`src/rtl/_arb_mux.sv`:
```
// _arb_mux -- registered, handshaked N-to-1 multiplexer with built-in arbitration.
//
// Several producers present valid/data on their own channel; one is granted
// per cycle (round-robin or fixed lowest-index priority). The granted word is
// captured into a single output register along with the index of its source.
//
// Ports:
//   clk        rising-edge clock
//   rst        asynchronous, active-high reset
//   in_valid   [n-1:0]   per-channel request
//   in         [w-1:0] x n per-channel data
//   in_ready   [n-1:0]   per-channel accept (combinational, one-hot or zero)
//   out_valid            output register holds a word
//   out        [w-1:0]   registered data
//   out_sel    [s-1:0]   index of the channel that sourced out
//   out_ready            consumer accepts out this cycle

package constants;
    localparam int WORD_LENGTH = 32;
endpackage

package macros;
    // Ceiling log2, never less than 1 so a select field always has a bit.
    function automatic int log_2(input int v);
        int r;
        r = 0;
        while ((1 << r) < v) r++;
        return (r < 1) ? 1 : r;
    endfunction
endpackage

module _arb_mux #(
    parameter  int n  = 4,
    parameter  int w  = constants::WORD_LENGTH,
    parameter  bit rr = 1'b1,
    localparam int s  = macros::log_2(n)
) (
    input  logic         clk,
    input  logic         rst,
    input  logic [n-1:0] in_valid,
    input  logic [w-1:0] in [n],
    output logic [n-1:0] in_ready,
    output logic         out_valid,
    output logic [w-1:0] out,
    output logic [s-1:0] out_sel,
    input  logic         out_ready
);

    logic [s-1:0] ptr;        // round-robin search start; unused when rr = 0
    logic [s-1:0] grant;
    logic         any_valid;
    logic         load;
    logic [n-1:0] high_req;   // requests at or above ptr
    logic [n-1:0] pick_vec;

    assign any_valid = |in_valid;
    assign load      = !out_valid || out_ready;

    // Round-robin as a two-pass priority encode: first look at requests at or
    // above ptr; if none, fall back to all requests, which is the wrap-around.
    // With rr = 0 every request counts as "high", giving plain lowest-index.
    // NOTE: every always_comb output gets a default first so no latch is inferred.
    always_comb begin
        high_req = '0;
        for (int i = 0; i < n; i++) begin
            high_req[i] = in_valid[i] && (!rr || (s'(i) >= ptr));
        end
        pick_vec = (|high_req) ? high_req : in_valid;
        grant    = '0;
        for (int i = n - 1; i >= 0; i--) begin
            if (pick_vec[i]) grant = s'(i);
        end
    end

    // Ready depends only on valids and output state, never on data.
    always_comb begin
        in_ready = '0;
        if (!rst && load && any_valid) in_ready[grant] = 1'b1;
    end

    // NOTE: sequential state uses non-blocking assignments so all registers
    // update from the same pre-edge values.
    // NOTE: the data register is a plain flop, not a memory, so it is cheap to
    // reset and gives a defined out value after reset.
    always_ff @(posedge clk or posedge rst) begin
        if (rst) begin
            out_valid <= 1'b0;
            out       <= '0;
            out_sel   <= '0;
            ptr       <= '0;
        end else if (load) begin
            if (any_valid) begin
                out       <= in[grant];
                out_sel   <= grant;
                out_valid <= 1'b1;
                // Explicit wrap keeps ptr below n for non-power-of-two n.
                if (rr) ptr <= (grant == s'(n - 1)) ? '0 : grant + 1'b1;
            end else begin
                out_valid <= 1'b0;
            end
        end
    end

endmodule

```
`config.mk`:
```
export PLATFORM = sky130hd
export DESIGN_NAME = _arb_mux
export DESIGN_NICKNAME = d
export VERILOG_FILES = /design/src/rtl/_arb_mux.sv
export SDC_FILE = /design/constraint.sdc
export NUM_CORES = 1
export LEC_CHECK = 0
export ABC_AREA = 1
export CORE_ASPECT_RATIO = 2
export CORE_UTILIZATION = 38
export CTS_CLUSTER_SIZE = 28
export DETAILED_ROUTE_END_ITERATION = 7
export GPL_TIMING_DRIVEN = 0
export PLACE_DENSITY = 0.82
export SYNTH_ARGS = -nofsm -noshare
export SYNTH_HDL_FRONTEND = slang
export SYNTH_SLANG_ARGS = --single-unit
```
`constraint.sdc`:
```
create_clock -name clk -period 2.3 [get_ports clk]
set_input_delay 0.23 -clock clk [delete_from_list [all_inputs] [get_ports clk]]
set_output_delay 0.23 -clock clk [all_outputs]
set_load 0.02 [all_outputs]
```
==> summary.txt <==
Outcome
  – Status: finished, final reports clean

Worst setup path
  – CP endpoint kind: output port
  – CP max-delay cell: dfrtp_1
  – Startpoint Class: flip-flop
  – CP Data Required Time: 2.07 ns
  – CP Class: flip-flop to output port
  – Ordered cell list for the critical path: inv_2 -> nand2_2 -> nand3_1 -> nand2_2 -> nand2_4 -> nand2_8 -> buf_6 -> ha_1 -> inv_1 -> nor2_1 -> buf_2
  – Max stage delay on crit path: 0.39 ns
  – Worst Path Max Fanout: 11
  – CP most frequent cell: nand2_2
  – CP Data Arrival Time: 1.97 ns
  – R2R setup slack: 0.35 ns

Detailed routing
  – DR vias/cell: 4.81
  – TritonRoute pass-1 iters: 5
  – Final ANT Viol Nets: 0
  – Initial drt markers: 192
  – Remaining DRCs: 0
  – Vias: 3,576
  – WL final: 10,500 um
  – Avg WL per Cell: 14.1 um

Clocking
  – Num CTS Buffers: 5
  – CTS Root Cell: clkbuf_16
  – Hold Buf Count CTS: 0
  – Clock sinks: 37
  – Clk_lat worst skew: 0.28 ns
  – Clock slew at reported path FFs: 0.06 ns
  – Max Buffers Root-to-Sink: 2
  – CTS tree: yes
  – # H-tree levels: 2

Finish
  – Layout area overhead: 70.0%
  – Most common cell after layout, fill and taps aside: clkdlybuf4s50_1
  – N_diodes: 0
  – Most frequent cells in the layout: clkdlybuf4s50_1, nand2_1, inv_1
  – Final #Nets: 789
  – Share of cells above drive strength 1: 0.0707
  – Fillers: 665

Flow run
  – Maximum Capacitance Violations: 0

Yosys
  – Synth Instances: 469
  – Synth Register Bits: 37
  – Yosys warnings: 0
  – Synth cell types: 18
  – Register area share after synthesis: 0.321
  – Syn nets: 608
  – Mapped Avg Cell Area: 6.15 sq um
  – Cell Area, Synth: 2890 sq um

Placed design
  – Port bufs: 173
  – Routability cong.: 0.852
  – Post-DP HPWL: 8420 um

Timing
  – Tcrit/Tclk final: 0.956
  – Max Fclk: 455 MHz
  – Worst-Margin Slew: 0.802 ns
  – Final Hold Viols: 0
  – Max transition margin: 0.464
  – Sum of negative setup slack: 0 ns
  – Clock skew: 0.00460 ns
  – Crit path time final: 2.20 ns
  – Hold Worst Slack: 0.447 ns
  – Final setup vio count: 0
  – Final Max Tran Viols: 0

Power
  – Max IR drop VDD: 522 uV
  – Cell Pwr Density: 950 nW/um^2
  – Total power: 4.66 mW
  – Leakage: 2.58 nW

Floorplan
  – Num ports: 174
  – Die Area: 7970 sq um
  – Initial core utilization: 0.394
  – FP Rows: 44
  – Die Ht: 125 um
  – Die width: 63.6 um
  – Core Area: 7320 sq um

Global route
  – First-pass GRT wire length: 16,700 um
  – Largest net degree at the start of global routing: 39
  – GRT Overall Usage: 0.271
  – Vias in the first global route: 3,616
  – Antenna violations before repair: 0
  – GR Overflow Total: 0

Min path
  – Path type of the worst min-delay path: input port to async pin
cells in the mapped netlist:
master,number,share of area
nand2_1,164,0.21
inv_1,112,0.15
nand3_1,80,0.14
dfrtp_1,37,0.32
o211ai_1,22,0.057
buf_2,14,0.024
nor2_1,10,0.013
buf_6,6,0.023
ha_1,4,0.017
nand2_2,4,0.0087
clkbuf_1,3,0.0039
nor2_4,3,0.012
o21ai_0,3,0.0052
inv_2,2,0.0026
nand4_1,2,0.0043
nand2_4,1,0.0039
nand3_2,1,0.0035
nor2_2,1,0.0022
final cells by class:
type,count,area [sq um],area share
plain buffers,22,150,0.0306
clock buffers,6,129,0.0263
clock inverters,2,10.0,0.00204
inverters,114,433,0.0882
multi-input cells,295,1410,0.288
flip-flops and latches,37,926,0.189
well taps,92,115,0.0235
repair buffers,175,1730,0.353
registers in the layout (all words and copies together), names as in the netlist:
| name | flops |
|---|---|
| out | 32 |
| out_sel | 2 |
| out_valid | 1 |
| ptr | 2 |
report_power, final:
part	switching, mW	leakage, nW	internal (mW)
clock	0.259	0.0706	0.398
combinational	1.62	2.07	1.24
sequential	0.177	0.444	0.960
final timing paths:
kind,end,from,cells past startpoint
worst max-delay path,in_ready[0],ptr[1],11
worst min-delay path,out[6],rst,2
worst max register to register,out[19],ptr[1],11
worst min register to register,out[7],out[7],2
max in group asynchronous,out[1],rst,2
min in group clk,out[7],out[7],2
critical path: cells and delay by family (launching register included):
kind          cells  cell delay, ns
simple gates      6            0.72
fa+ha+maj         1            0.15
flops             1            0.39
buf+inv           4            0.44
through the flow:
| step | worst slack (ns) | instance area [sq um] | cells | utilization |
|---|---|---|---|---|
| finish | 0.101 | 4910 | 743 | 0.670 |
| global route | -0.0204 | 4910 | 743 | 0.670 |
| CTS | 0.00310 | 4900 | 742 | 0.670 |
| detailed placement | -0.519 | 4730 | 734 | 0.646 |
| global placement | -0.790 | 4730 | 734 | 0.646 |
| floorplan | 0.479 | 2890 | 469 | - |
per-layer routing:
metal  wire [um]  global-route usage
met5           0                   0
met4         299               0.126
met3         424              0.0411
met2        6210               0.546
met1        3530               0.249
logic make-up after synthesis:
| kind of cell | Yosys count | share of synthesized area |
|---|---|---|
| AOI/OAI and AO/OA | 25 | 0.0624 |
| and+or+nand+nor | 266 | 0.399 |
| buffers and inverters | 137 | 0.200 |
| adders and majority gates | 4 | 0.0173 |
| DFF | 37 | 0.321 |
what timing repair did:
item                       in CTS  in global routing
gates resized for setup        18                  9
setup buffers                   1                  1
cloned                          0                  0
setup endpoints to repair       4                  4
pin swaps                       2                  1
Power figures use the tool's default switching activity.
